### src/rtl/sa_xaddr_arbiter_if.sv
// Address-channel bundle between the master-side dispatchers, the per-slave
// address arbiter and the slave port. The arbiter connects through the slave modport.
interface sa_xaddr_arbiter_if #(
   parameter int MST_AMT           = 2,
   parameter int ADDR_WIDTH        = 32,
   parameter int TRANS_MST_ID_W    = 5,
   parameter int TRANS_BURST_W     = 2,
   parameter int TRANS_DATA_LEN_W  = 3,
   parameter int TRANS_DATA_SIZE_W = 3,
   parameter int MST_ID_W          = (MST_AMT > 1) ? $clog2(MST_AMT) : 1,
   parameter int TRANS_SLV_ID_W    = TRANS_MST_ID_W + MST_ID_W
);
   logic [TRANS_MST_ID_W*MST_AMT-1:0]    m_AxID_i;
   logic [ADDR_WIDTH*MST_AMT-1:0]        m_AxADDR_i;
   logic [TRANS_BURST_W*MST_AMT-1:0]     m_AxBURST_i;
   logic [TRANS_DATA_LEN_W*MST_AMT-1:0]  m_AxLEN_i;
   logic [TRANS_DATA_SIZE_W*MST_AMT-1:0] m_AxSIZE_i;
   logic [MST_AMT-1:0]                   m_AxVALID_i;
   logic [MST_AMT-1:0]                   m_Ax_outst_full_i;
   logic [MST_AMT-1:0]                   m_AxREADY_o;
   logic [TRANS_SLV_ID_W-1:0]            s_AxID_o;
   logic [ADDR_WIDTH-1:0]                s_AxADDR_o;
   logic [TRANS_BURST_W-1:0]             s_AxBURST_o;
   logic [TRANS_DATA_LEN_W-1:0]          s_AxLEN_o;
   logic [TRANS_DATA_SIZE_W-1:0]         s_AxSIZE_o;
   logic                                 s_AxVALID_o;
   logic                                 s_AxREADY_i;
   logic                                 s_xVALID_i;
   logic                                 s_xREADY_i;
   logic [MST_ID_W-1:0]                  xDATA_mst_id_o;
   logic                                 xDATA_disable_o;
   logic                                 outst_full_o;

   modport slave (
      input  m_AxID_i, m_AxADDR_i, m_AxBURST_i, m_AxLEN_i, m_AxSIZE_i,
      input  m_AxVALID_i, m_Ax_outst_full_i, s_AxREADY_i, s_xVALID_i, s_xREADY_i,
      output m_AxREADY_o, s_AxID_o, s_AxADDR_o, s_AxBURST_o, s_AxLEN_o, s_AxSIZE_o,
      output s_AxVALID_o, xDATA_mst_id_o, xDATA_disable_o, outst_full_o
   );

   modport master (
      output m_AxID_i, m_AxADDR_i, m_AxBURST_i, m_AxLEN_i, m_AxSIZE_i,
      output m_AxVALID_i, m_Ax_outst_full_i, s_AxREADY_i, s_xVALID_i, s_xREADY_i,
      input  m_AxREADY_o, s_AxID_o, s_AxADDR_o, s_AxBURST_o, s_AxLEN_o, s_AxSIZE_o,
      input  s_AxVALID_o, xDATA_mst_id_o, xDATA_disable_o, outst_full_o
   );
endinterface

### src/rtl/sa_xaddr_arbiter.sv
// Per-slave Ax arbiter with registered output stage and {master, AxLEN} order FIFO.
// Optional SA_XADDR_ROUND_ROBIN_EN: round-robin instead of fixed lowest-index priority.
module sa_xaddr_arbiter #(
   parameter int MST_AMT           = 2,
   parameter int OUTSTANDING_AMT   = 8,
   parameter int ADDR_WIDTH        = 32,
   parameter int TRANS_MST_ID_W    = 5,
   parameter int TRANS_BURST_W     = 2,
   parameter int TRANS_DATA_LEN_W  = 3,
   parameter int TRANS_DATA_SIZE_W = 3,
   parameter int MST_ID_W          = (MST_AMT > 1) ? $clog2(MST_AMT) : 1,
   parameter int TRANS_SLV_ID_W    = TRANS_MST_ID_W + MST_ID_W
) (
   input logic               ACLK_i,
   input logic               ARESETn_i,
   sa_xaddr_arbiter_if.slave bus
);
   localparam int PTR_W = $clog2(OUTSTANDING_AMT);
   localparam int OCC_W = PTR_W + 1;

   logic [MST_AMT-1:0]           req_s;
   logic [MST_AMT-1:0]           grant_vec_s;
   logic [MST_ID_W-1:0]          start_idx_s;
   logic [MST_ID_W-1:0]          cand_idx_s;
   logic [MST_ID_W-1:0]          gnt_idx_s;
   logic                         gnt_found_s;
   logic                         ld_ok_s;
   logic                         grant_s;
   logic                         fifo_empty_s;
   logic                         fifo_full_s;
   logic                         beat_s;
   logic                         pop_s;

   logic                         s_valid_r;
   logic [TRANS_SLV_ID_W-1:0]    s_id_r;
   logic [ADDR_WIDTH-1:0]        s_addr_r;
   logic [TRANS_BURST_W-1:0]     s_burst_r;
   logic [TRANS_DATA_LEN_W-1:0]  s_len_r;
   logic [TRANS_DATA_SIZE_W-1:0] s_size_r;

   logic [MST_ID_W-1:0]          fifo_id_r  [OUTSTANDING_AMT];
   logic [TRANS_DATA_LEN_W-1:0]  fifo_len_r [OUTSTANDING_AMT];
   logic [PTR_W-1:0]             wr_ptr_r;
   logic [PTR_W-1:0]             rd_ptr_r;
   logic [OCC_W-1:0]             occ_r;
   logic [TRANS_DATA_LEN_W-1:0]  beat_cnt_r;

   assign req_s        = bus.m_AxVALID_i & ~bus.m_Ax_outst_full_i;
   assign fifo_empty_s = (occ_r == OCC_W'(0));
   assign fifo_full_s  = (occ_r == OCC_W'(OUTSTANDING_AMT));
   // A full FIFO blocks the grant even when a pop lands in the same cycle.
   assign ld_ok_s      = (~s_valid_r | bus.s_AxREADY_i) & ~fifo_full_s;
   assign grant_s      = ld_ok_s & gnt_found_s;

`ifdef SA_XADDR_ROUND_ROBIN_EN
   logic [MST_ID_W-1:0] rr_ptr_r;

   assign start_idx_s = rr_ptr_r;

   // Round-robin pointer: one past the last winner.
   always_ff @(posedge ACLK_i or negedge ARESETn_i) begin
      if (!ARESETn_i) begin
         rr_ptr_r <= MST_ID_W'(0);
      end else if (grant_s) begin
         rr_ptr_r <= (gnt_idx_s == MST_ID_W'(MST_AMT - 1)) ? MST_ID_W'(0) : gnt_idx_s + MST_ID_W'(1);
      end
   end
`else
   assign start_idx_s = MST_ID_W'(0);
`endif

   // Winner search: first eligible request at or after start_idx_s.
   always_comb begin
      gnt_found_s = 1'b0;
      gnt_idx_s   = MST_ID_W'(0);
      cand_idx_s  = MST_ID_W'(0);
      for (int k = 0; k < MST_AMT; k++) begin
         cand_idx_s = MST_ID_W'((int'(start_idx_s) + k) % MST_AMT);
         if (req_s[cand_idx_s] && !gnt_found_s) begin
            gnt_found_s = 1'b1;
            gnt_idx_s   = cand_idx_s;
         end else begin
            gnt_found_s = gnt_found_s;
         end
      end
   end

   // One-hot master handshake for the winner.
   always_comb begin
      grant_vec_s = {MST_AMT{1'b0}};
      if (grant_s) begin
         grant_vec_s[gnt_idx_s] = 1'b1;
      end else begin
         grant_vec_s = {MST_AMT{1'b0}};
      end
   end

   // Output stage: load on grant, drop valid after an unreplaced slave handshake.
   always_ff @(posedge ACLK_i or negedge ARESETn_i) begin
      if (!ARESETn_i) begin
         s_valid_r <= 1'b0;
         s_id_r    <= TRANS_SLV_ID_W'(0);
         s_addr_r  <= ADDR_WIDTH'(0);
         s_burst_r <= TRANS_BURST_W'(0);
         s_len_r   <= TRANS_DATA_LEN_W'(0);
         s_size_r  <= TRANS_DATA_SIZE_W'(0);
      end else if (grant_s) begin
         s_valid_r <= 1'b1;
         s_id_r    <= {gnt_idx_s, bus.m_AxID_i[int'(gnt_idx_s)*TRANS_MST_ID_W +: TRANS_MST_ID_W]};
         s_addr_r  <= bus.m_AxADDR_i[int'(gnt_idx_s)*ADDR_WIDTH +: ADDR_WIDTH];
         s_burst_r <= bus.m_AxBURST_i[int'(gnt_idx_s)*TRANS_BURST_W +: TRANS_BURST_W];
         s_len_r   <= bus.m_AxLEN_i[int'(gnt_idx_s)*TRANS_DATA_LEN_W +: TRANS_DATA_LEN_W];
         s_size_r  <= bus.m_AxSIZE_i[int'(gnt_idx_s)*TRANS_DATA_SIZE_W +: TRANS_DATA_SIZE_W];
      end else if (bus.s_AxREADY_i) begin
         s_valid_r <= 1'b0;
      end
   end

   // Beats seen while no burst is recorded are dropped.
   assign beat_s = bus.s_xVALID_i & bus.s_xREADY_i & ~fifo_empty_s;
   assign pop_s  = beat_s & (beat_cnt_r == fifo_len_r[rd_ptr_r]);

   // Order FIFO storage; validity is tracked by occ_r, so no reset needed.
   always_ff @(posedge ACLK_i) begin
      if (grant_s) begin
         fifo_id_r[wr_ptr_r]  <= gnt_idx_s;
         fifo_len_r[wr_ptr_r] <= bus.m_AxLEN_i[int'(gnt_idx_s)*TRANS_DATA_LEN_W +: TRANS_DATA_LEN_W];
      end
   end

   // Order FIFO pointers, occupancy and beat counter.
   always_ff @(posedge ACLK_i or negedge ARESETn_i) begin
      if (!ARESETn_i) begin
         wr_ptr_r   <= PTR_W'(0);
         rd_ptr_r   <= PTR_W'(0);
         occ_r      <= OCC_W'(0);
         beat_cnt_r <= TRANS_DATA_LEN_W'(0);
      end else begin
         if (grant_s) wr_ptr_r <= wr_ptr_r + PTR_W'(1);
         if (pop_s)   rd_ptr_r <= rd_ptr_r + PTR_W'(1);
         case ({grant_s, pop_s})
            2'b10:   occ_r <= occ_r + OCC_W'(1);
            2'b01:   occ_r <= occ_r - OCC_W'(1);
            default: occ_r <= occ_r;
         endcase
         if (pop_s)       beat_cnt_r <= TRANS_DATA_LEN_W'(0);
         else if (beat_s) beat_cnt_r <= beat_cnt_r + TRANS_DATA_LEN_W'(1);
      end
   end

   assign bus.m_AxREADY_o     = grant_vec_s;
   assign bus.s_AxVALID_o     = s_valid_r;
   assign bus.s_AxID_o        = s_id_r;
   assign bus.s_AxADDR_o      = s_addr_r;
   assign bus.s_AxBURST_o     = s_burst_r;
   assign bus.s_AxLEN_o       = s_len_r;
   assign bus.s_AxSIZE_o      = s_size_r;
   assign bus.xDATA_mst_id_o  = fifo_empty_s ? MST_ID_W'(0) : fifo_id_r[rd_ptr_r];
   assign bus.xDATA_disable_o = fifo_empty_s;
   assign bus.outst_full_o    = fifo_full_s;
endmodule

### src/flat_wrapper.sv
// flat-port wrapper written by rule: the top's interface ports become plain ports
module sa_xaddr_arbiter_flat 
#(
   parameter int MST_AMT           = 2,
   parameter int OUTSTANDING_AMT   = 8,
   parameter int ADDR_WIDTH        = 32,
   parameter int TRANS_MST_ID_W    = 5,
   parameter int TRANS_BURST_W     = 2,
   parameter int TRANS_DATA_LEN_W  = 3,
   parameter int TRANS_DATA_SIZE_W = 3,
   parameter int MST_ID_W          = (MST_AMT > 1) ? $clog2(MST_AMT) : 1,
   parameter int TRANS_SLV_ID_W    = TRANS_MST_ID_W + MST_ID_W
)
  (ACLK_i, ARESETn_i, bus_m_AxID_i, bus_m_AxADDR_i, bus_m_AxBURST_i, bus_m_AxLEN_i, bus_m_AxSIZE_i, bus_m_AxVALID_i, bus_m_Ax_outst_full_i, bus_s_AxREADY_i, bus_s_xVALID_i, bus_s_xREADY_i, bus_m_AxREADY_o, bus_s_AxID_o, bus_s_AxADDR_o, bus_s_AxBURST_o, bus_s_AxLEN_o, bus_s_AxSIZE_o, bus_s_AxVALID_o, bus_xDATA_mst_id_o, bus_xDATA_disable_o, bus_outst_full_o);
  sa_xaddr_arbiter_if #(.MST_AMT(MST_AMT), .ADDR_WIDTH(ADDR_WIDTH), .TRANS_MST_ID_W(TRANS_MST_ID_W), .TRANS_BURST_W(TRANS_BURST_W), .TRANS_DATA_LEN_W(TRANS_DATA_LEN_W), .TRANS_DATA_SIZE_W(TRANS_DATA_SIZE_W), .MST_ID_W(MST_ID_W), .TRANS_SLV_ID_W(TRANS_SLV_ID_W)) bus_i ();
  input logic ACLK_i;
  input logic ARESETn_i;
  input wire logic [$bits(bus_i.m_AxID_i)-1:0] bus_m_AxID_i;
  input wire logic [$bits(bus_i.m_AxADDR_i)-1:0] bus_m_AxADDR_i;
  input wire logic [$bits(bus_i.m_AxBURST_i)-1:0] bus_m_AxBURST_i;
  input wire logic [$bits(bus_i.m_AxLEN_i)-1:0] bus_m_AxLEN_i;
  input wire logic [$bits(bus_i.m_AxSIZE_i)-1:0] bus_m_AxSIZE_i;
  input wire logic [$bits(bus_i.m_AxVALID_i)-1:0] bus_m_AxVALID_i;
  input wire logic [$bits(bus_i.m_Ax_outst_full_i)-1:0] bus_m_Ax_outst_full_i;
  input wire logic [$bits(bus_i.s_AxREADY_i)-1:0] bus_s_AxREADY_i;
  input wire logic [$bits(bus_i.s_xVALID_i)-1:0] bus_s_xVALID_i;
  input wire logic [$bits(bus_i.s_xREADY_i)-1:0] bus_s_xREADY_i;
  output wire logic [$bits(bus_i.m_AxREADY_o)-1:0] bus_m_AxREADY_o;
  output wire logic [$bits(bus_i.s_AxID_o)-1:0] bus_s_AxID_o;
  output wire logic [$bits(bus_i.s_AxADDR_o)-1:0] bus_s_AxADDR_o;
  output wire logic [$bits(bus_i.s_AxBURST_o)-1:0] bus_s_AxBURST_o;
  output wire logic [$bits(bus_i.s_AxLEN_o)-1:0] bus_s_AxLEN_o;
  output wire logic [$bits(bus_i.s_AxSIZE_o)-1:0] bus_s_AxSIZE_o;
  output wire logic [$bits(bus_i.s_AxVALID_o)-1:0] bus_s_AxVALID_o;
  output wire logic [$bits(bus_i.xDATA_mst_id_o)-1:0] bus_xDATA_mst_id_o;
  output wire logic [$bits(bus_i.xDATA_disable_o)-1:0] bus_xDATA_disable_o;
  output wire logic [$bits(bus_i.outst_full_o)-1:0] bus_outst_full_o;
  assign bus_i.m_AxID_i = bus_m_AxID_i;
  assign bus_i.m_AxADDR_i = bus_m_AxADDR_i;
  assign bus_i.m_AxBURST_i = bus_m_AxBURST_i;
  assign bus_i.m_AxLEN_i = bus_m_AxLEN_i;
  assign bus_i.m_AxSIZE_i = bus_m_AxSIZE_i;
  assign bus_i.m_AxVALID_i = bus_m_AxVALID_i;
  assign bus_i.m_Ax_outst_full_i = bus_m_Ax_outst_full_i;
  assign bus_i.s_AxREADY_i = bus_s_AxREADY_i;
  assign bus_i.s_xVALID_i = bus_s_xVALID_i;
  assign bus_i.s_xREADY_i = bus_s_xREADY_i;
  assign bus_m_AxREADY_o = bus_i.m_AxREADY_o;
  assign bus_s_AxID_o = bus_i.s_AxID_o;
  assign bus_s_AxADDR_o = bus_i.s_AxADDR_o;
  assign bus_s_AxBURST_o = bus_i.s_AxBURST_o;
  assign bus_s_AxLEN_o = bus_i.s_AxLEN_o;
  assign bus_s_AxSIZE_o = bus_i.s_AxSIZE_o;
  assign bus_s_AxVALID_o = bus_i.s_AxVALID_o;
  assign bus_xDATA_mst_id_o = bus_i.xDATA_mst_id_o;
  assign bus_xDATA_disable_o = bus_i.xDATA_disable_o;
  assign bus_outst_full_o = bus_i.outst_full_o;
  sa_xaddr_arbiter #(.MST_AMT(MST_AMT), .OUTSTANDING_AMT(OUTSTANDING_AMT), .ADDR_WIDTH(ADDR_WIDTH), .TRANS_MST_ID_W(TRANS_MST_ID_W), .TRANS_BURST_W(TRANS_BURST_W), .TRANS_DATA_LEN_W(TRANS_DATA_LEN_W), .TRANS_DATA_SIZE_W(TRANS_DATA_SIZE_W), .MST_ID_W(MST_ID_W), .TRANS_SLV_ID_W(TRANS_SLV_ID_W)) u_core (.ACLK_i(ACLK_i), .ARESETn_i(ARESETn_i), .bus(bus_i));
endmodule
### config.mk
export PLATFORM = sky130hd
export DESIGN_NAME = sa_xaddr_arbiter_flat
export DESIGN_NICKNAME = d
export VERILOG_FILES = /design/src/rtl/sa_xaddr_arbiter_if.sv /design/src/rtl/sa_xaddr_arbiter.sv /design/src/flat_wrapper.sv
export SDC_FILE = /design/constraint.sdc
export NUM_CORES = 1
export LEC_CHECK = 0
export BUFFER_PORTS_ARGS = -buffer_cell sky130_fd_sc_hd__buf_2
export CAP_MARGIN = 10
export CORE_ASPECT_RATIO = 1.4
export CORE_MARGIN = 4
export CORE_UTILIZATION = 50
export DETAILED_ROUTE_END_ITERATION = 8
export GPL_TIMING_DRIVEN = 1
export PLACE_DENSITY = 0.81
export SETUP_SLACK_MARGIN = 0.2
export SLEW_MARGIN = 30
export SYNTH_ARGS = -nofsm -noshare
export SYNTH_HDL_FRONTEND = slang
export SYNTH_SLANG_ARGS = --single-unit
### constraint.sdc
create_clock -name ACLK_i -period 3.9 [get_ports ACLK_i]
set_input_delay 0.39 -clock ACLK_i [delete_from_list [all_inputs] [get_ports ACLK_i]]
set_output_delay 0.39 -clock ACLK_i [all_outputs]
set_load 0.05 [all_outputs]
-- Yosys cells after proc, flatten, opt, wreduce, memory -nomap -nowiden
Memories as Yosys holds them, arrays and structs flattened.
Cells that the tools add are included.
- bits in registers: 60
- bits in writable memories: 32
- input port bits: 99
- output and inout bits: 52
- word-level logic and storage cells: 62
- memories kept: 2
- memory list (memory ; depth ; width ; rd ports ; clocked after Yosys merged registers in ; wr ports ; line ; source):
    u_core.fifo_len_r ; 8 ; 3 ; 1 ; 0 ; 1 ; sa_xaddr_arbiter.sv:42 ; logic [TRANS_DATA_LEN_W-1:0] fifo_len_r [OUTSTANDING_AMT];
    u_core.fifo_id_r ; 8 ; 1 ; 1 ; 0 ; 1 ; sa_xaddr_arbiter.sv:41 ; logic [MST_ID_W-1:0] fifo_id_r [OUTSTANDING_AMT];
- add/subtract/negate cells: 5
- $mul: 2
- magnitude comparators: 2
- eq/ne operators: 4
- shift-type cells: 5
- multiplexer cells: 14
- bitwise operators: 11
- reductions and logical operators: 7
- operators with widths (cell ; count):
    6-bit by 32-bit variable part select with 3-bit output ; 2
    64-bit by 7-bit variable part select with 32-bit output ; 1
    10-bit by 32-bit variable part select with 5-bit output ; 1
    3-bit by 1-bit adder with 3-bit output, second input constant ; 3
    1-bit 2-to-1 mux ; 9
    4-bit one-hot mux with 2 select lines ; 1
    3-bit 2-to-1 mux ; 2
    2-bit nonzero test ; 3
    1-bit bitwise AND ; 5
    4-bit by 1-bit adder with 4-bit output, second input constant ; 1
    4-bit equality test, second input constant ; 1
    4-bit zero test ; 1
    1-bit by 3-bit multiplier with 4-bit output, second input constant ; 1
    4-bit by 3-bit variable part select with 2-bit output ; 1
    4-bit by 1-bit subtractor with 4-bit output, second input constant ; 1
    3-bit equality test ; 1
    1-bit by 2-bit multiplier with 3-bit output, second input constant ; 1
    1-bit inverter ; 3
    2-bit bitwise AND ; 1
    2-bit by 1-bit equality test with 1-bit output, second input constant ; 1
    2-bit equality test, second input constant ; 1
    1-bit logical AND ; 2
    1-bit by 2-bit < comparator with 1-bit output, second input constant ; 1
    2-bit 2-to-1 mux ; 1
    other kinds (5) ; 5

-- Logic depth before layout (Yosys ltp)
Gate-level depths: netlist of the first run.
- depth in word-level cells: 11
- gate-level depth with buffers: 14
- mapped depth without buffers: 12

-- Least setup slack after synthesis of the first run
No wires, ideal clock.
- path type: register -> register
- start point: reg u_core.occ_r[2]
- end point: reg u_core.occ_r[2]
- setup time: 0.127 ns
- data arrival time: 3.178 ns
- data required time: 3.773 ns
- slack: 0.595 ns
- stages on the path, launching flop included: 12
- path buffers: 0
- clock period less this slack: 3.305 ns
- cells stage by stage: dfrtp_1 nor4_2 nor2_1 nand4_4 inv_1 ha_1 xor2_1 ha_1 a21oi_1 xor2_1 nor2_1 xor2_1
- word-level cells in the longest chain between the ends: 6
- elaborated cells between the ends (all ways): 14
- classes of those cells: add/sub: 2; eq/ne: 3; mux: 1; bitwise: 6; reduce/logical: 2
- ends and longest elaborated chain (item ; line ; source):
    from (decl) ; sa_xaddr_arbiter.sv:45 ; logic [OCC_W-1:0] occ_r;
    from (signal assigned) ; sa_xaddr_arbiter.sv:142 ; 2'b10: occ_r <= occ_r + OCC_W'(1);
    from (signal assigned) ; sa_xaddr_arbiter.sv:143 ; 2'b01: occ_r <= occ_r - OCC_W'(1);
    from (signal assigned) ; sa_xaddr_arbiter.sv:144 ; default: occ_r <= occ_r;
    4-bit zero test * ; sa_xaddr_arbiter.sv:49 ; assign fifo_empty_s = (occ_r == OCC_W'(0));
    net bus_xDATA_disable_o ; flat_wrapper.sv:36 ; output wire logic [$bits(bus_i.xDATA_disable_o)-1:0] bus_xDATA_disable_o;
    1-bit inverter * ; sa_xaddr_arbiter.sv:120 ; assign beat_s = bus.s_xVALID_i & bus.s_xREADY_i & ~fifo_empty_s;
    1-bit bitwise AND * ; sa_xaddr_arbiter.sv:120 ;
    1-bit bitwise AND * ; sa_xaddr_arbiter.sv:121 ; assign pop_s = beat_s & (beat_cnt_r == fifo_len_r[rd_ptr_r]);
    net u_core.pop_s ; sa_xaddr_arbiter.sv:32 ; logic pop_s;
    2-bit by 1-bit equality test with 1-bit output or 2-bit equality test (tied branches) ; sa_xaddr_arbiter.sv:141 ; case ({grant_s, pop_s})
    4-bit one-hot mux with 2 select lines or 2-bit nonzero test (tied branches) ; -- ;
Mark *: on every way through the listed nets, which the timed path passes. The rest lies on a longest branch.
A chain may end at the register's enable or synchronous reset.

-- Worst setup path after layout of the first run
- start point: reg u_core.rd_ptr_r[0]
- end point: reg u_core.occ_r[2]
- word-level cells in the longest chain between the ends: 5
- elaborated cells between the ends (all ways): 7
- classes of those cells: eq/ne: 3; mux: 1; bitwise: 1; reduce/logical: 1; memory: 1
- ends and longest elaborated chain (item ; line ; source):
    from (decl) ; sa_xaddr_arbiter.sv:44 ; logic [PTR_W-1:0] rd_ptr_r;
    from (signal assigned) ; sa_xaddr_arbiter.sv:140 ; if (pop_s) rd_ptr_r <= rd_ptr_r + PTR_W'(1);
    memory 8 x 3 bit * ; -- ;
    3-bit equality test * ; sa_xaddr_arbiter.sv:121 ;
    1-bit bitwise AND * ; sa_xaddr_arbiter.sv:121 ;
    net u_core.pop_s ; sa_xaddr_arbiter.sv:32 ;
    2-bit by 1-bit equality test with 1-bit output or 2-bit equality test (tied branches) ; sa_xaddr_arbiter.sv:141 ;
    4-bit one-hot mux with 2 select lines or 2-bit nonzero test (tied branches) ; -- ;
Marked as above.

==> qor.yml, run 1 <==
diodes: 0
fin_setup_tns_ns: 0
synth_common_cells: "nand2_1, dfrtp_1, nor2_1"
grt_overflow: 0
p_sw_frac: 0.4248
cts-root-buf: "clkbuf_16"
hold_viol_final: 0
vdd_drop_max_uv: 502.2
grt_start_max_net_pins: 59
core-area_mm2: 0.008149
multi_input_area_mm2: 0.001588
arrival_ns: 3.67
dp_cells: 622
seq_area_mm2: 0.002462
switchingPower_mw: 1.773
cts_num_sinks: 92
grt_pass1_wl_um: 17930
period_needed_ns: 3.460
syn_area_mm2: 0.004192
maxSlewHeadroom: 0.3717
final_cell_area_mm2: 0.005353
worst_setup_path_start_kind: "flip-flop"
synth_top_area_cell: "dfrtp_1"
synthCells: 388
outcome: "finished, final reports clean"
power_frac_seq: 0.368
dieArea_mm2: 0.009933
synth.most_common_cell: "nand2_1"
syn_area_per_cell_um2: 10.80
rsz0062_at_grt: "no"
yosysTopAreaCellShare: 0.3582
start_util: 0.5144
drtIter0Drc: 183
power_leakage_nw: 2.454
synth_edf_count: 32
drc: 0
numCtsBuffers: 9
grt_use_met1: 0.2866
dpl-instance-area_mm2: 0.004989
num_vias: 3387
dp_hpwl_um: 8056
fin_crit_sh: 0.8871
drt-wirelength-per-cell_um: 17.29
end_kind: "flip-flop"
p_int_mw: 2.400
routed_wirelength_um: 11050
busiest_layer: "met2"
cts_tree: "built"
finalSetupViolations: 0
io_buffer_count: 150
drv_cap: 0
max_freq_mhz: 289.0
track_usage: 0.2367
cp_data_required_time_ns: 4.11
hp-class: "input pin to asynchronous set/reset pin"
ant_nets: 0
ys_seq_elements: 92
finalNonFillerCells: 639
cts_resized: 0
die_h_um: 116.3
ctsLongestPathBuffers: 2
first_pass_iters: 4
crit_type: "flip-flop to flip-flop"
syn_to_final_growth_pct: 27.70
synthesis.nets: 493
nets: 637
nFillCells: 632
ys_warn_count: 0
clkLatencyLatePin_ns: 0.34
p_clk_frac: 0.230
synth.yosys.seq_area_share: 0.5875
final_core_util: 0.6568
grt_pass1_vias: 3549
synthDistinctLibCells: 38
critPathMaxFanout: 14
whs_ns: 0.01523
comb_power_share: 0.401
place_congestion: 0.8114
via_per_inst: 5.300
grtUsageMet2: 0.4108
hold_buffers: 0
cts_htree_levels: 3
io_pins: 151
post_cts_buffers: 0
drive_gt1_frac: 0.3352
clk_pin_slew_ns: 0.06
fp.dieW_um: 85.38
ys_dominant_reg_cell: "dfrtp_1"
slew_violations: 0
tightest_slew_ns: 0.9338
antenna_found_initial: 0
async_flop_share: 0.6522
fin_skew_ns: 0.005925
synthTopCellsByArea: "dfrtp_1, edfxtp_1, nand2_1"
row_count: 39
powerDensity_mw_per_mm2: 779.7
grt_util_met3: 0.04446
-- layout by cell type, fill, tap and decap left out, types with 6 or more instances in the layout --
| cell | instances |
|---|---|
| nand2_1 | 102 |
| mux2i_1 | 13 |
| xnor2_1 | 6 |
| clkbuf_16 | 10 |
| dfrtp_1 | 60 |
| buf_4 | 6 |
| a31oi_1 | 42 |
| buf_2 | 150 |
| ha_1 | 6 |
| nor2_1 | 48 |
| xor2_1 | 7 |
| edfxtp_1 | 32 |
-- power by group through the flow --
stage	clock (mW)	combinational, mW	sequential, mW
2_1_floorplan	0	0.751	2.05
3_3_place_gp	0	1.62	1.53
3_5_place_dp	0	1.67	1.54
4_1_cts	0.976	1.69	1.54
5_1_grt	1.02	1.79	1.58
6_report	0.961	1.67	1.54
-- logic make-up after synthesis --
kind of cell / after synthesis / synth area share
muxes: 23 / 0.07582
buffers and inverters: 28 / 0.03702
DFF: 92 / 0.5875
xor gates and xnor gates: 13 / 0.02716
and+or+nand+nor: 173 / 0.1758
AOI/OAI and AO/OA: 53 / 0.07880
adders and majority gates: 6 / 0.01791
-- registers in the layout, summed over array words and instances (netlist names), 3 cells and up --
name / count
u_core.bus.s_AxADDR_o: 32
u_core.fifo_len_r: 24
u_core.fifo_id_r: 8
u_core.bus.s_AxID_o: 6
u_core.occ_r: 4
u_core.beat_cnt_r: 3
u_core.bus.s_AxLEN_o: 3
u_core.bus.s_AxSIZE_o: 3
u_core.rd_ptr_r: 3
u_core.wr_ptr_r: 3
-- worst max-delay path, stage by stage (launching register included) --
cell	delay, ns
dfrtp_1	0.79
mux2i_1	0.17
mux4_1	0.54
xor2_1	0.31
nand4_4	0.22
inv_1	0.14
ha_1	0.28
xor2_1	0.10
ha_1	0.19
a21oi_1	0.16
xor2_1	0.19
nor2_1	0.07
xor2_1	0.15
-- per-layer routing --
layer / vias to the layer above / share of wire / routed length, µm
li1: 1628 / - / -
met1: 1600 / 0.37 / 4120
met2: 144 / 0.53 / 5819
met3: 15 / 0.079 / 870
met4: 0 / 0.021 / 237
met5: - / 0 / 0
-- worst paths after layout --
path | from | endpoint | slack, ns | cells after the start
setup / recovery | u_core.rd_ptr_r[0] | u_core.occ_r[2] | 0.44 | 12
hold / removal | ARESETn_i | u_core.bus.s_AxADDR_o[4] | 0.02 | 1
setup reg to reg | u_core.rd_ptr_r[0] | u_core.occ_r[2] | 0.44 | 12
hold reg to reg | u_core.bus.s_AxLEN_o[2] | u_core.bus.s_AxLEN_o[2] | 0.48 | 2
max in group asynchronous | ARESETn_i | u_core.occ_r[1] | 3.03 | 3
min in group ACLK_i | bus_m_AxADDR_i[54] | u_core.bus.s_AxADDR_o[22] | 0.30 | 3
-- area by class of cell --
cell class / count / share of cell area
tap: 102 / 0.02384
timing repair buffer: 157 / 0.1538
sequential: 92 / 0.4600
clock buffer: 12 / 0.05002
clock inverter: 4 / 0.01286
inverter: 4 / 0.002805
multi-input combinational: 268 / 0.2966
-- through the flow --
| step | power, mW | setup WS [ns] |
|---|---|---|
| 6_report | 4.173 | 0.4403 |
| 5_1_grt | 4.385 | 0.2010 |
| 4_1_cts | 4.198 | 0.4317 |
| 3_5_place_dp | 3.211 | 0.5122 |
| 3_3_place_gp | 3.144 | 0.7800 |
| 2_1_floorplan | 2.804 | 0.5953 |
No activity file was read; power rests on OpenSTA's default activity.
==> run 2: changes to the inputs <==
clock period = 3.35 ns   (was 3.9 ns; I/O delays follow)
==> run 2 against run 1 <==
Clock skew is essentially flat. Final cell count is the same. Worst hold slack gained 0.24 ns. Critical endpoint unchanged. Highest routed layer unchanged. Largest power group unchanged. Non-clock buffer count is the same. Largest cell class unchanged. Critical path type unchanged.
==> qor.yml, run 2 (synthesized netlist as in run 1, its figures left out) <==
outcome: "finished, final reports clean"
rsz0062_at_grt: "no"
cts_htree_levels: 3  # unchanged
worst_setup_path_start_kind: "flip-flop"
end_kind: "flip-flop"
syn_to_final_growth_pct: 27.02
grt_pass1_wl_um: 16390  # -8.6%
powerDensity_mw_per_mm2: 885.9  # +14%
via_per_inst: 5.236  # -1.2%
clk_pin_slew_ns: 0.06  # about the same
arrival_ns: 3.25  # -0.42 ns
whs_ns: 0.2508  # +0.2355 ns
cts_num_sinks: 92  # unchanged
ant_nets: 0  # unchanged
die_h_um: 116.3  # unchanged
power_leakage_nw: 2.426  # -1.2%
max_freq_mhz: 328.8  # +14%
maxSlewHeadroom: 0.3841  # +0.01236
diodes: 0  # unchanged
largest_reg_flops: 32  # unchanged
num_vias: 3346  # -1.2%
dp_hpwl_um: 7688  # -4.6%
final_cell_mix: "buf_2, nand2_1, dfrtp_1, nor2_1, a31oi_1"
start_util: 0.5144  # unchanged
vdd_drop_max_uv: 593.7  # +18%
grt_pass1_vias: 3344  # -5.8%
cts_tree: "built"
fp.dieW_um: 85.38  # unchanged
fin_skew_ns: 0.006293  # +0.0003678 ns
grt_overflow: 0  # unchanged
io_pins: 151  # unchanged
place_ws_ns: 0.2605  # -0.2517 ns
drt-wirelength-per-cell_um: 16.18  # -6.4%
dieArea_mm2: 0.009933  # unchanged
row_count: 39  # unchanged
drv_cap: 0  # unchanged
tightest_slew_ns: 0.9154  # -0.01837 ns
crit_type: "flip-flop to flip-flop"
layout_commonest_cell: "buf_2"
track_usage: 0.2148  # -0.02191
slew_violations: 0  # unchanged
power.total_mw: 4.716  # +13%
setup_slack_ns: 0.3088  # -0.1315 ns
io_buffer_count: 150  # unchanged
first_pass_iters: 4  # unchanged
numCtsBuffers: 9  # unchanged
hold_viol_final: 0  # unchanged
fin_crit_sh: 0.9078  # +0.02072
post_cts_buffers: 0  # unchanged
drtIter0Drc: 221  # +21%
place_congestion: 0.8036  # -0.96%
drc: 0  # unchanged
antenna_found_initial: 0  # unchanged
core-area_mm2: 0.008149  # unchanged
routed_wirelength_um: 10340  # -6.4%
fin_setup_tns_ns: 0  # unchanged
hp-class: "input pin to flip-flop"
nets: 637  # unchanged
cts-root-buf: "clkbuf_16"
nFillCells: 598  # -5.4%
critPathMaxFanout: 16  # +2
period_needed_ns: 3.041  # -0.4185 ns
drive_gt1_frac: 0.3426  # +0.007449
grt_start_max_net_pins: 91  # +54%
ctsLongestPathBuffers: 2  # unchanged
finalSetupViolations: 0  # unchanged
clkLatencyLatePin_ns: 0.33  # about the same
cp_data_required_time_ns: 3.56  # -0.55 ns
-- run 2: cell type report --
class                   count  area (µm²)  area share
well taps                 102       127.6     0.02397
clock buffers              10       229.0     0.04301
inverters                   4       16.27    0.003055
repair buffers            157       805.8      0.1514
flip-flops and latches     92        2462      0.4625
multi-input cells         268        1628      0.3058
clock inverters             6       55.05     0.01034
-- run 2: worst max-delay path, stage by stage, from the launching register on --
cell	delay, ns
dfrtp_1	0.36
buf_4	0.21
mux2i_1	0.14
mux4_1	0.56
xor2_2	0.23
nand4_4	0.18
inv_1	0.13
ha_2	0.24
xor2_1	0.08
ha_1	0.19
a21oi_1	0.17
xor2_1	0.19
nor2_1	0.08
xor2_1	0.14
-- run 2: power breakdown --
part	internal (mW)	switching [mW]	total, mW
Clock	0.570	0.392	0.962
Sequential	1.49	0.283	1.77
Combinational	0.605	1.38	1.99
Total	2.66	2.06	4.72
-- run 2: worst paths after layout --
kind,start,endpoint,slack [ns],cells after the start
max,u_core.rd_ptr_r[0],u_core.occ_r[2],0.31,13
min,bus_m_AxBURST_i[3],u_core.bus.s_AxBURST_o[1],0.25,3
max reg2reg,u_core.rd_ptr_r[0],u_core.occ_r[2],0.31,13
min reg2reg,u_core.bus.s_AxLEN_o[0],u_core.bus.s_AxLEN_o[0],0.48,2
max in group asynchronous,ARESETn_i,u_core.wr_ptr_r[0],2.01,3
min in group asynchronous,ARESETn_i,u_core.bus.s_AxID_o[0],0.45,2
-- run 2: stage by stage --
step | instances | utilization | instance area [µm²]
floorplan | 388 | - | 4200
global placement | 622 | 0.6132 | 4997
detailed placement | 622 | 0.6134 | 4999
CTS | 639 | 0.6495 | 5293
global route | 639 | 0.6533 | 5324
finish | 639 | 0.6533 | 5324
-- run 2: metal layers --
metal	routed length, µm	track usage
met1	3886	0.2523
met5	0	0
met3	727	0.06210
met2	5565	0.3807
met4	157	0.06547
-- run 2: what timing repair did --
item | 4_1_cts | 5_1_grt
endpoints found under the hold margin | 16 | 0
hold buffers | 1 | 0
resized for setup | 0 | 4
endpoints found under the setup margin | 0 | 1
==> run 3: changes to the inputs <==
BUFFER_PORTS_ARGS = default   (was -buffer_cell sky130_fd_sc_hd__buf_2)
CAP_MARGIN = default   (was 10)
CORE_UTILIZATION = 60   (was 50)
DONT_BUFFER_PORTS = 1   (was default)
PLACE_DENSITY = 0.77   (was 0.81)
==> run 3 against run 2 <==
Sequential power increased by 42%. Count of clock-buffer cells in the layout decreased by 1. Sequential share of layout area increased by 8.7 points. Critical endpoint unchanged. Utilization increased by 1.6 points. First-iteration DRC count decreased by 41%. Cell area decreased by 16%. Non-clock buffer count decreased by 146. Clock skew increased by 0.0039 ns. Highest routed layer unchanged. Critical path depth unchanged. Largest cell class unchanged.
==> qor.yml, run 3 (synthesized netlist as in run 1, its figures left out) <==
outcome: "finished, final reports clean"
cp_num_buf_inv: 2  # unchanged
numCtsBuffers: 9  # unchanged
fp.dieW_um: 78.64  # -7.9%
fin_crit_sh: 0.8893  # -0.01850
cts-root-buf: "clkbuf_8"
ctsLongestPathBuffers: 2  # unchanged
fin_setup_tns_ns: 0  # unchanged
first_pass_iters: 4  # unchanged
track_usage: 0.2247  # +0.009875
syn_to_final_growth_pct: 6.985
final_cell_mix: "nand2_1, dfrtp_1, nor2_1, a31oi_1, edfxtp_1"
place_ws_ns: 0.3178  # +0.05729 ns
die_h_um: 106.9  # -8.1%
drv_cap: 0  # unchanged
grt_pass1_wl_um: 14390  # -12%
drc: 0  # unchanged
power_leakage_nw: 1.813  # -25%
drive_gt1_frac: 0.09719  # -0.2455
hold_viol_final: 0  # unchanged
io_pins: 151  # unchanged
ant_nets: 0  # unchanged
slew_violations: 0  # unchanged
place_congestion: 0.8450  # +5.2%
drtIter0Drc: 130  # -41%
critPathMostFrequentCell: "xor2_1"
routed_wirelength_um: 9114  # -12%
startpoint: "u_core.rd_ptr_r[0]"
cts_tree: "built"
via_per_inst: 5.745  # +9.7%
cts_num_sinks: 92  # unchanged
rsz0062_at_grt: "no"
worst_setup_path_start_kind: "flip-flop"
dp_hpwl_um: 6844  # -11%
grt_start_max_net_pins: 91  # unchanged
max_freq_mhz: 335.7  # +2.1%
fin_skew_ns: 0.01021  # +0.003919 ns
grt_overflow: 0  # unchanged
cp_data_required_time_ns: 3.57  # about the same
nets: 491  # -23%
finalSetupViolations: 0  # unchanged
dieArea_mm2: 0.008406  # -15%
setup_slack_ns: 0.3708  # +0.06199 ns
critPathMaxFanout: 16  # unchanged
layout_commonest_cell: "nand2_1"
clkLatencyLatePin_ns: 0.34  # about the same
vdd_drop_max_uv: 447.1  # -25%
largest_reg_flops: 32  # unchanged
grt_pass1_vias: 2942  # -12%
powerDensity_mw_per_mm2: 921.6  # +4.0%
end_kind: "flip-flop"
slowest_stage: "mux4_1"
maxSlewHeadroom: 0.4045  # +0.02042
path_delay_family: "multiplexers"
core-area_mm2: 0.006700  # -18%
io_buffer_count: 0  # -100%
clk_pin_slew_ns: 0.09  # +0.03 ns
power.total_mw: 4.133  # -12%
period_needed_ns: 2.979  # -0.06199 ns
hp-start: "bus_m_AxADDR_i[51]"
tightest_slew_ns: 0.8899  # -0.02548 ns
diodes: 0  # unchanged
reg2reg_from: "u_core.rd_ptr_r[0]"
row_count: 35  # -10%
drt-wirelength-per-cell_um: 18.87  # +17%
arrival_ns: 3.20  # -0.05 ns
num_vias: 2775  # -17%
antenna_found_initial: 0  # unchanged
critPathMaxStageDelay_ns: 0.56  # about the same
cts_htree_levels: 3  # unchanged
hp-class: "input pin to flip-flop"
path_cells: "buf_4 -> mux2i_1 -> mux4_1 -> xor2_2 -> nand4_4 -> inv_1 -> ha_2 -> xor2_1 -> ha_1 -> a21oi_1 -> xor2_1 -> nor2_1 -> xor2_1"
crit_type: "flip-flop to flip-flop"
start_util: 0.6256  # +0.1112
[run 3: through the flow]
step,instances,hold WS [ns],utilization,instance area (µm²)
finish,483,0.1332,0.6693,4484
global route,483,0.1203,0.6693,4484
CTS,482,0.1205,0.6646,4453
detailed placement,464,0.04161,0.6342,4249
global placement,464,0.04162,0.6342,4249
floorplan,388,0.03941,-,4200
[run 3: path summary, 6_finish.rpt]
kind / to / slack, ns / cells after the start
min: u_core.bus.s_AxADDR_o[19] / 0.13 / 2
max reg2reg: u_core.occ_r[2] / 0.37 / 13
min in group asynchronous: u_core.rd_ptr_r[2] / 0.51 / 2
max: u_core.occ_r[2] / 0.37 / 13
max in group asynchronous: u_core.wr_ptr_r[2] / 2.57 / 2
min reg2reg: u_core.occ_r[3] / 0.58 / 1
[run 3: area by class of cell]
| type | count | area, µm² |
|---|---|---|
| Clock buffer | 9 | 123.9 |
| Clock inverter | 7 | 42.54 |
| Fill cell | 507 | 2216 |
| Inverter | 4 | 15.01 |
| Multi-Input combinational cell | 268 | 1620 |
| Sequential cell | 92 | 2462 |
| Tap cell | 92 | 115.1 |
| Timing Repair Buffer | 11 | 105.1 |
[run 3: report_power, final]
group / internal [mW] / switching, mW / total (mW)
sequential: 1.47 / 1.04 / 2.51
clock: 0.266 / 0.369 / 0.635
combinational: 0.449 / 0.541 / 0.991
total: 2.18 / 1.95 / 4.13
[run 3: repair_timing]
item | in CTS | in global routing
resized for setup | 0 | 3
setup endpoints to repair | 0 | 1
hold buffers | 2 | 0
buffers inserted | 0 | 1
hold endpoints to repair | 60 | 0
[run 3: per-layer routing]
layer	wire [µm]	vias to the layer above	track usage
li1	-	1337	-
met1	3330	1318	0.2532
met2	4882	103	0.3967
met3	604	17	0.05126
met4	297	0	0.1088
met5	0	-	0
